===== config.mk =====
export PLATFORM = sky130hd
export DESIGN_NAME = add_seq_ctrl
export DESIGN_NICKNAME = d
export VERILOG_FILES = /design/src/rtl/add_seq_ctrl.sv
export SDC_FILE = /design/constraint.sdc
export NUM_CORES = 1
export LEC_CHECK = 0
export CAP_MARGIN = 20
export CELL_PAD_IN_SITES_DETAIL_PLACEMENT = 1
export CELL_PAD_IN_SITES_GLOBAL_PLACEMENT = 1
export CORE_ASPECT_RATIO = 1.5
export CORE_MARGIN = 4
export CORE_UTILIZATION = 42
export DETAILED_ROUTE_END_ITERATION = 8
export PLACE_DENSITY_LB_ADDON = 0.3
export SYNTH_ARGS = -nofsm -noshare
export SYNTH_HDL_FRONTEND = slang
export SYNTH_SLANG_ARGS = --single-unit

===== constraint.sdc =====
create_clock -name clk -period 3.6 [get_ports clk]
set_clock_uncertainty 0.2 [all_clocks]
set_input_delay 0.72 -clock clk [delete_from_list [all_inputs] [get_ports clk]]
set_output_delay 0.72 -clock clk [all_outputs]
set_load 0.005 [all_outputs]

===== src/rtl/add_seq_ctrl.sv =====
// add_seq_ctrl: operand capture and display sequencer for the 4-bit ripple adder.
// The button is synchronized and debounced; two operands are taken from the
// switches on successive presses. After the adder settles, the 5-bit sum is
// latched and split into decimal digits for the digit-to-segment coder.
module add_seq_ctrl #(
  parameter int DEBOUNCE_CYCLES = 240000,
  parameter int CNT_W           = 18,
  parameter int SETTLE_CYCLES   = 2
) (
  input  logic       clk,
  input  logic       rst,
  input  logic [3:0] num,
  input  logic       button,
  input  logic [3:0] add_sum,
  input  logic       add_cout,
  output logic [3:0] op_a,
  output logic [3:0] op_b,
  output logic [3:0] disp_tens,
  output logic [3:0] disp_ones,
  output logic       tens_blank,
  output logic [1:0] phase,
  output logic       result_valid
);

  // Settle counter runs 0..SETTLE_CYCLES-1; keep at least one bit.
  localparam int SET_W = (SETTLE_CYCLES > 1) ? $clog2(SETTLE_CYCLES) : 1;

  typedef enum logic [1:0] {
    LOAD_A = 2'd0,
    LOAD_B = 2'd1,
    SETTLE = 2'd2,
    SHOW   = 2'd3
  } state_t;

  // Decimal tens digit of a value in 0..31 (operands and sums stay below 31).
  function automatic logic [3:0] tens_of(input logic [4:0] v);
    if (v >= 5'd30)      return 4'd3;
    else if (v >= 5'd20) return 4'd2;
    else if (v >= 5'd10) return 4'd1;
    else                 return 4'd0;
  endfunction

  // Decimal ones digit: subtract ten times the tens digit.
  function automatic logic [3:0] ones_of(input logic [4:0] v);
    logic [4:0] rem;
    rem = v - ({1'b0, tens_of(v)} * 5'd10);
    return rem[3:0];
  endfunction

  logic [3:0]       num_s1_reg, num_s2_reg;
  logic             btn_s1_reg, btn_s2_reg;
  logic             db_level_reg;
  logic [CNT_W-1:0] db_cnt_reg;
  logic             press_reg;
  logic             db_flip;

  state_t           state_reg;
  logic [SET_W-1:0] settle_cnt_reg;
  logic [3:0]       op_a_reg, op_b_reg;
  logic [3:0]       disp_tens_reg, disp_ones_reg;
  logic             tens_blank_reg;
  logic             result_valid_reg;

  logic [4:0]       live_val, res_val;
  logic [3:0]       live_tens, live_ones, res_tens, res_ones;

  assign live_val  = {1'b0, num_s2_reg};
  assign res_val   = {add_cout, add_sum};
  assign live_tens = tens_of(live_val);
  assign live_ones = ones_of(live_val);
  assign res_tens  = tens_of(res_val);
  assign res_ones  = ones_of(res_val);

  // Debounced level flips once the synchronized level has disagreed for DEBOUNCE_CYCLES cycles.
  assign db_flip = (btn_s2_reg != db_level_reg) &&
                   (db_cnt_reg == CNT_W'(DEBOUNCE_CYCLES - 1));

  // Two-flop synchronizers for the asynchronous switches and button.
  always_ff @(posedge clk) begin
    if (rst) begin
      num_s1_reg <= 4'd0;
      num_s2_reg <= 4'd0;
      btn_s1_reg <= 1'b1;
      btn_s2_reg <= 1'b1;
    end else begin
      num_s1_reg <= num;
      num_s2_reg <= num_s1_reg;
      btn_s1_reg <= button;
      btn_s2_reg <= btn_s1_reg;
    end
  end

  // Debounce counter and one-cycle press pulse on the debounced high->low flip.
  always_ff @(posedge clk) begin
    if (rst) begin
      db_level_reg <= 1'b1;
      db_cnt_reg   <= '0;
      press_reg    <= 1'b0;
    end else begin
      press_reg <= db_flip && db_level_reg;
      if (btn_s2_reg == db_level_reg) begin
        db_cnt_reg <= '0;
      end else if (db_flip) begin
        db_cnt_reg   <= '0;
        db_level_reg <= ~db_level_reg;
      end else begin
        db_cnt_reg <= db_cnt_reg + 1'b1;
      end
    end
  end

  // Sequencer FSM with registered operand and display outputs.
  always_ff @(posedge clk) begin
    if (rst) begin
      state_reg        <= LOAD_A;
      settle_cnt_reg   <= '0;
      op_a_reg         <= 4'd0;
      op_b_reg         <= 4'd0;
      disp_tens_reg    <= 4'd0;
      disp_ones_reg    <= 4'd0;
      tens_blank_reg   <= 1'b1;
      result_valid_reg <= 1'b0;
    end else begin
      case (state_reg)
        LOAD_A: begin
          disp_tens_reg  <= live_tens;
          disp_ones_reg  <= live_ones;
          tens_blank_reg <= (live_tens == 4'd0);
          if (press_reg) begin
            op_a_reg  <= num_s2_reg;
            state_reg <= LOAD_B;
          end
        end
        LOAD_B: begin
          disp_tens_reg  <= live_tens;
          disp_ones_reg  <= live_ones;
          tens_blank_reg <= (live_tens == 4'd0);
          if (press_reg) begin
            op_b_reg       <= num_s2_reg;
            settle_cnt_reg <= '0;
            state_reg      <= SETTLE;
          end
        end
        SETTLE: begin
          // Presses here are dropped; the display holds until the sum is taken.
          if (settle_cnt_reg == SET_W'(SETTLE_CYCLES - 1)) begin
            disp_tens_reg    <= res_tens;
            disp_ones_reg    <= res_ones;
            tens_blank_reg   <= (res_tens == 4'd0);
            result_valid_reg <= 1'b1;
            state_reg        <= SHOW;
          end else begin
            settle_cnt_reg <= settle_cnt_reg + 1'b1;
          end
        end
        SHOW: begin
          if (press_reg) begin
            result_valid_reg <= 1'b0;
            state_reg        <= LOAD_A;
          end
        end
        default: state_reg <= LOAD_A;
      endcase
    end
  end

  assign op_a         = op_a_reg;
  assign op_b         = op_b_reg;
  assign disp_tens    = disp_tens_reg;
  assign disp_ones    = disp_ones_reg;
  assign tens_blank   = tens_blank_reg;
  assign phase        = state_reg;
  assign result_valid = result_valid_reg;

endmodule


Yosys cells after proc, flatten, opt, wreduce, memory -nomap -nowiden:

Index checks and enable logic that the tools add are counted.

* flip-flop bits (word level): 51
* input port bits: 12
* output and inout bits: 20
* logic and storage cells: 78

* add/subtract/negate cells: 4
* $mul: 2
* $lt $le $gt $ge: 6
* equality and inequality tests: 10
* mux-type cells: 22
* bitwise gates (word level): 2
* reductions and logical operators: 17

Operators by type and width (number)
* $add A18 B1 Y18 const B: 1
* $eq A18 B18 Y1 const B: 1
* $pmux W4 S2: 2
* $mux W2: 7
* $mux W4: 3
* $ge A4 B5 Y1 const B: 2
* $ge A5 B5 Y1 const B: 2
* $reduce_and A2 Y1: 5
* $logic_not A4 Y1: 2
* $ne A2 B2 Y1 const B: 4
* $pmux W2 S4: 1
* $sub A4 B4 Y4: 2
* $mux W1: 6
* $pmux W1 S2: 3
* $reduce_bool A2 Y1: 3
* $ge A5 B4 Y1 const B: 1
* $eq A2 B2 Y1 const B: 2
* $ge A4 B4 Y1 const B: 1
* $mul A4 B3 Y3 const B: 1
* $reduce_and A4 Y1: 1
* $mul A2 B3 Y3 const B: 1
* $reduce_and A3 Y1: 1
* $reduce_or A3 Y1: 1
* $eq A2 B1 Y1 const B: 1
* 7 further kinds: 9

Depth between registers and ports, before layout:

Gate-level depths: netlist of the first run.

* word-level depth: 8
* gate-level depth with buffers: 10
* mapped depth without buffers: 10

Worst setup path after synthesis of the first run:

No wires, ideal clock.

* path type: input-to-reg
* from: in add_sum[2]
* to: reg disp_ones_reg[2] (netlist: disp_ones[2])
* library setup time: 0.132 ns
* arrival: 2.017 ns
* required time: 3.268 ns
* setup slack: 1.251 ns
* stages: 10
* path buffers: 0
* cell sequence: nand2b_1 > a21oi_1 > mux2i_1 > ha_1 > inv_1 > fa_1 > nand2_1 > o21ai_0 > nand2_1 > a21oi_1

* cells in the longest elaborated chain, start to end: 8
* elaborated cells on any way between the ends: 10
* those cells by class: add/sub (1); mul (1); order compare (3); mux (5)

Ends and longest elaborated chain
* from (decl): RTL line 14 `input logic [3:0] add_sum,`
* $ge A5 B4 Y1: RTL line 39 `else if (v >= 5'd10) return 4'd1;`
* $mux W1: RTL line 39
* $mux W2: RTL line 38 `else if (v >= 5'd20) return 4'd2;`
* $mux W2: RTL line 37 `if (v >= 5'd30) return 4'd3;`
* $mul A2 B3 Y3: RTL line 46 `rem = v - ({1'b0, tens_of(v)} * 5'd10);`
* $sub A4 B4 Y4 *: RTL line 46
* $mux W4 *: RTL line 146 `if (settle_cnt_reg == SET_W'(SETTLE_CYCLES - 1)) begin`
* $pmux W4 S2 *: RTL line 124 `case (state_reg)`
* to (signal assigned): RTL line 127 `disp_ones_reg <= live_ones;`
* to (signal assigned): RTL line 136 `disp_ones_reg <= live_ones;`
* to (signal assigned): RTL line 148 `disp_ones_reg <= res_ones;`
* to (decl): RTL line 60 `logic [3:0] disp_tens_reg, disp_ones_reg;`

Mark *: on every way between the ends. The rest lies on a longest branch, timed or not. The select of a mux whose other input is x is not followed.
A chain may end at the register's enable or synchronous reset.

Worst setup path in the final report of the first run:

Ends and elaborated chain as after synthesis.

==> flow_summary.yaml, run 1 <==
outcome:
  status: "finished, final reports clean"
timing:
  timing.final.crit_share_pct: 76.89
  grt_setup_unrepaired: "no"
  maxSlewHeadroom_pct: 63.58
  setup_viol: 0
  hold-worst-slack_ns: 0.2229
  drv_slew: 0
  fmax_ghz: 0.3613
  fin_crit_ns: 2.768
  setup_ws_ns: 0.8321
  hold_viol: 0
  worstMarginPinSlew_ns: 0.5462
  setup_tns_ns: 0
logic_synthesis:
  yosys-top-cells-area: "dfxtp_1, ha_1, xnor2_1"
  synth_edf_count: 0
  synth_seq_area_share_pct: 44.42
  syn_area_sq_mm: 0.002208
  synth.most_common_cell: "dfxtp_1"
  yosys-top-cells-count: "dfxtp_1, nor2_1, nand2_1"
  yosys_warnings: 0
  synth_top_cell_by_area: "dfxtp_1"
  avgSynthCellArea_sq_um: 8.833
  ys_ff_latch: 49
  ys.flop_type: "dfxtp_1"
  synth_top_area_share_pct: 44.42
  netlist_instances: 250
  ys_types: 45
  async_reset_ff_share_pct: 0
routing:
  routed_wl_um: 4862
  wire_per_inst_um: 14.01
  dr.pass1.iters: 3
  drcViolationCount: 0
  ant_nets: 0
  avgViaCountPerCell: 5.089
  drt-initial-drc-count: 107
  vias: 1766
power:
  vdd_drop_max_mv: 0.2326
  p_leak_nw: 0.8842
  power_mw: 1.068
  p_int_mw: 0.7725
  p_per_area_mw_per_mm2: 405.4
  clockPowerShare_pct: 32.0
  pwr-share-comb_pct: 14.3
  power.switching_mw: 0.2958
  swShare_pct: 27.69
  seq_power_share_pct: 53.7
clock_network:
  clk_pin_slew_ns: 0.10
  clockBufferDepth: 2
  cts-resized-gates: 0
  cts_setup_buffers: 0
  root_buffer: "clkbuf_8"
  clock-sinks: 49
  holdBufCountCts: 0
  cts_max_level: 2
  clkLatencyLatePin_ns: 0.31
  cts_buffers: 5
  cts_tree: "built"
worst_setup_path:
  cp-end-kind: "flip-flop"
  r2r_start: "phase[0]"
  cp.arrival_ns: 2.82
  critPathMaxFanout: 5
  crit_type: "input pin to flip-flop"
  crit_start: "add_sum[2]"
  startpoint_type: "input pin"
  worstPathRequired_ns: 3.65
global_route:
  grt_max_degree: 31
  grt.total_usage_pct: 16.45
  grt-ovfl-total: 0
  antenna_found_initial: 0
  grt_pass1_vias: 1840
  grt_pass1_wl_um: 8362
final_layout:
  final_nets: 301
  final_util_pct: 51.42
  final_cells: 347
  n_antenna_cell: 0
  largest_reg_flops: 18
  fill_cells: 652
  drive_above_1_share_pct: 6.810
  post-route-cell-area_sq_mm: 0.002635
  area_growth_pct: 19.32
die:
  fp-row-count: 32
  ios: 32
  core_area_sq_mm: 0.005125
  die_h_um: 96.81
  die_w_um: 67.21
  dieArea_sq_mm: 0.006506
  start_util_pct: 43.09
place:
  dp_cells: 339
  dp_slack_ns: 0.5021
  io_buffers: 29
  placed_cell_area_sq_mm: 0.002541
  gp_congestion: 0.8266
  dp_hpwl_um: 3810
hold_path:
  holdCritStartpoint: "btn_s1_reg"
  holdCritPathClass: "flip-flop to flip-flop"
flow_run:
  cap_violations: 0
critical path: stages:
cell and delay, ns:
clkdlybuf4s50_1 0.57, nand2b_1 0.21, a21oi_1 0.11, mux2i_1 0.15
ha_1 0.16, inv_1 0.04, fa_1 0.47, nand2_1 0.05
o21ai_0 0.10, nand2_1 0.08, a21oi_1 0.15
routing by layer:
layer  share of wire (%)  track usage [%]  vias to the layer above
li1                    -                -                      897
met1                  36            17.29                      838
met2                  58            30.91                       23
met3                 3.4            3.252                        8
met4                 1.9            5.469                        0
met5                   0                0                        -
worst paths after layout:
path | slack [ns] | endpoint | cells after the start
setup / recovery | 0.83 | disp_ones[2] | 11
hold / removal | 0.22 | btn_s2_reg | 1
setup reg to reg | 1.33 | disp_tens[0] | 6
hold reg to reg | 0.22 | btn_s2_reg | 1
layout make-up:
cell class                      count  area, sq um  share of cell area, %
Timing Repair Buffer               30        297.8                  11.30
Clock inverter                      3        25.02                 0.9497
Sequential cell                    49        980.9                  37.23
Tap cell                           68        85.08                  3.229
Multi-Input combinational cell    181         1136                  43.11
Inverter                           11        41.29                  1.567
Clock buffer                        5        68.82                  2.612
logic make-up after synthesis:
kind of cell | share of synthesized area [%]
AOI/OAI and AO/OA | 10.65
xor gates and xnor gates | 6.742
adders and majority gates | 6.572
buffers and inverters | 4.305
DFF | 44.42
muxes | 1.813
other | 0.1698
and+or+nand+nor | 25.33
power groups by stage:
| stage | logic [mW] | registers (mW) | clock network [mW] |
|---|---|---|---|
| 6_report | 0.153 | 0.574 | 0.342 |
| 5_1_grt | 0.172 | 0.577 | 0.380 |
| 4_1_cts | 0.156 | 0.574 | 0.358 |
| 3_5_place_dp | 0.155 | 0.587 | 0 |
| 3_3_place_gp | 0.147 | 0.587 | 0 |
| 2_1_floorplan | 0.0942 | 0.584 | 0 |
cell usage in the layout, fill, tap and decap left out, types with 2 or more instances in the layout:
master,n
nand2_1,26
inv_1,11
mux2i_1,4
o21a_1,2
conb_1,2
xnor2_1,13
nand2b_1,3
nor2b_1,10
nand3_1,14
nor2_1,27
or2_2,6
xor2_1,4
ha_1,10
clkdlybuf4s50_1,29
o21ai_0,5
a21oi_1,17
nor3_1,7
clkbuf_8,5
dfxtp_1,49
nand4_1,6
nor4_1,3
inv_6,2
Power figures use the tool's default switching activity.
==> run 2, diff against run 1 <==
--- a/config.mk
+++ b/config.mk
@@ -10,7 +10,7 @@
 export CELL_PAD_IN_SITES_GLOBAL_PLACEMENT = 1
 export CORE_ASPECT_RATIO = 1.5
 export CORE_MARGIN = 4
-export CORE_UTILIZATION = 42
+export CORE_UTILIZATION = 40
 export DETAILED_ROUTE_END_ITERATION = 8
 export PLACE_DENSITY_LB_ADDON = 0.3
 export SYNTH_ARGS = -nofsm -noshare
==> constraint.sdc (replaced) <==
create_clock -name clk -period 2.6 [get_ports clk]
set_clock_uncertainty 0.2 [all_clocks]
set_input_delay 0.52 -clock clk [delete_from_list [all_inputs] [get_ports clk]]
set_output_delay 0.52 -clock clk [all_outputs]
set_load 0.005 [all_outputs]
==> run 2 against run 1 <==
Non-clock buffer count grew 6; critical path depth shrank 2; clock power rose by 37%; design area up 1.7%; global-route usage shrank 0.36 points; worst setup slack got worse by 0.65 ns; sequential power rose by 39%; sequential share of layout area shrank 0.63 points; clock-buffer cell count stayed put; highest routed layer unchanged; hold slack better by 0.0040 ns; total power increased by 39%.
==> flow_summary.yaml, run 2 (synthesis gave the netlist of run 1 again) <==
outcome:
  status: "finished, final reports clean"
clock_network:
  cts_max_level: 2
  root_buffer: "clkbuf_8"
  clkLatencyLatePin_ns: 0.31
  cts-resized-gates: 0
  cts_tree: "built"
  cts_buffers: 5
  clock-sinks: 49
  clk_pin_slew_ns: 0.10
  cts_setup_buffers: 0
  holdBufCountCts: 0
  clockBufferDepth: 2
global_route:
  grt_util_met2_pct: 29.65
  use_met1_pct: 17.60
  grt_busiest_layer: "met2"
  use_met3_pct: 2.737
  grt.total_usage_pct: 16.09
  grt-ovfl-total: 0
  grt_pass1_vias: 1820
  grt_max_degree: 30
  antenna_found_initial: 0
  grt_pass1_wl_um: 8383
die:
  ios: 32
  fp-row-count: 32
  start_util_pct: 42.10
  core_area_sq_mm: 0.005245
  die_h_um: 99
  die_w_um: 68.67
  dieArea_sq_mm: 0.006798
routing:
  vias: 1817
  avgViaCountPerCell: 5.147
  drt-initial-drc-count: 90
  wire_per_inst_um: 14.24
  drcViolationCount: 0
  dr.pass1.iters: 4
  routed_wl_um: 5025
  ant_nets: 0
final_layout:
  n_antenna_cell: 0
  drive_above_1_share_pct: 8.772
  area_growth_pct: 21.36
  mostFrequentLayoutCells: "dfxtp_1, clkdlybuf4s50_1, nor2_1"
  final_common_cell: "dfxtp_1"
  fill_cells: 620
  largest_reg_flops: 18
  final_util_pct: 51.10
  final_nets: 307
worst_setup_path:
  critPathMaxFanout: 3
  slowest_delay_ns: 0.49
  path_buf_inv: 2
  ff2ff_setup_slack_ns: 0.47
  path_delay_family: "buffers and inverters"
  crit_type: "input pin to flip-flop"
  cp-end-kind: "flip-flop"
  cpMaxStageDelayCell: "clkdlybuf4s50_1"
  path_cells: "clkdlybuf4s50_1 > nor2b_1 > a21oi_1 > mux2i_1 > ha_1 > inv_1 > fa_1 > xnor2_1 > o31a_1"
  startpoint_type: "input pin"
  worstPathRequired_ns: 2.60
  cp.arrival_ns: 2.42
power:
  vdd_drop_max_mv: 0.2209
  p_per_area_mw_per_mm2: 553.0
  p_leak_nw: 0.9133
hold_path:
  holdCritPathClass: "flip-flop to flip-flop"
place:
  io_buffers: 29
  gp_congestion: 0.8136
  dp_hpwl_um: 3798
timing:
  drv_slew: 0
  fin_crit_ns: 2.416
  grt_setup_unrepaired: "no"
  hold_viol: 0
  fmax_ghz: 0.4139
  setup_viol: 0
  setup_tns_ns: 0
  timing.final.crit_share_pct: 92.92
flow_run:
  cap_violations: 0
[run 2: cell count changes in the layout (fill, tap and decap cells not counted), sizes merged]
cell    change
buf         +6
clkinv      +1
inv         -1
[run 2: metal layers]
metal	routed length, um	part of all wire (%)
met1	1909	38
met2	2915	58
met3	128	2.5
met4	72	1.4
met5	0	0
[run 2: power by group]
part,total (mW),internal [mW],switching (mW)
Combinational,0.219,0.105,0.114
Clock,0.467,0.195,0.272
Sequential,0.796,0.773,0.0230
[run 2: final timing paths]
path                       from  cells past startpoint       endpoint
setup / recovery     add_sum[2]                      9   disp_ones[3]
hold / removal       btn_s1_reg                      1     btn_s2_reg
setup reg to reg  db_cnt_reg[9]                      4  db_cnt_reg[2]
hold reg to reg      btn_s1_reg                      1     btn_s2_reg
[run 2: final cells by class]
type | count | area, sq um | area share [%]
multi-input combinational | 181 | 1136 | 42.39
sequential | 49 | 980.9 | 36.60
timing repair buffer | 36 | 342.8 | 12.79
tap | 68 | 85.08 | 3.175
clock buffer | 5 | 68.82 | 2.568
inverter | 11 | 41.29 | 1.541
clock inverter | 3 | 25.02 | 0.9337
[run 2: stage by stage]
stage | total power [mW] | hold WS [ns] | area [sq um] | worst slack, ns | instances
floorplan | 0.9387 | 0.1895 | 2212 | 0.4506 | 251
global placement | 1.025 | 0.1991 | 2586 | -0.04625 | 345
detailed placement | 1.036 | 0.2058 | 2586 | -0.1578 | 345
CTS | 1.504 | 0.2340 | 2680 | 0.1767 | 353
global route | 1.558 | 0.2483 | 2680 | 0.05860 | 353
finish | 1.482 | 0.2268 | 2680 | 0.1841 | 353
==> run 3, diff against run 2 <==
--- a/config.mk
+++ b/config.mk
@@ -13,6 +13,7 @@
 export CORE_UTILIZATION = 40
 export DETAILED_ROUTE_END_ITERATION = 8
 export PLACE_DENSITY_LB_ADDON = 0.3
+export SLEW_MARGIN = 20
 export SYNTH_ARGS = -nofsm -noshare
 export SYNTH_HDL_FRONTEND = slang
 export SYNTH_SLANG_ARGS = --single-unit
==> results of run 3 <==
The final DEF is identical to that of run 2; final timing and power are the same.
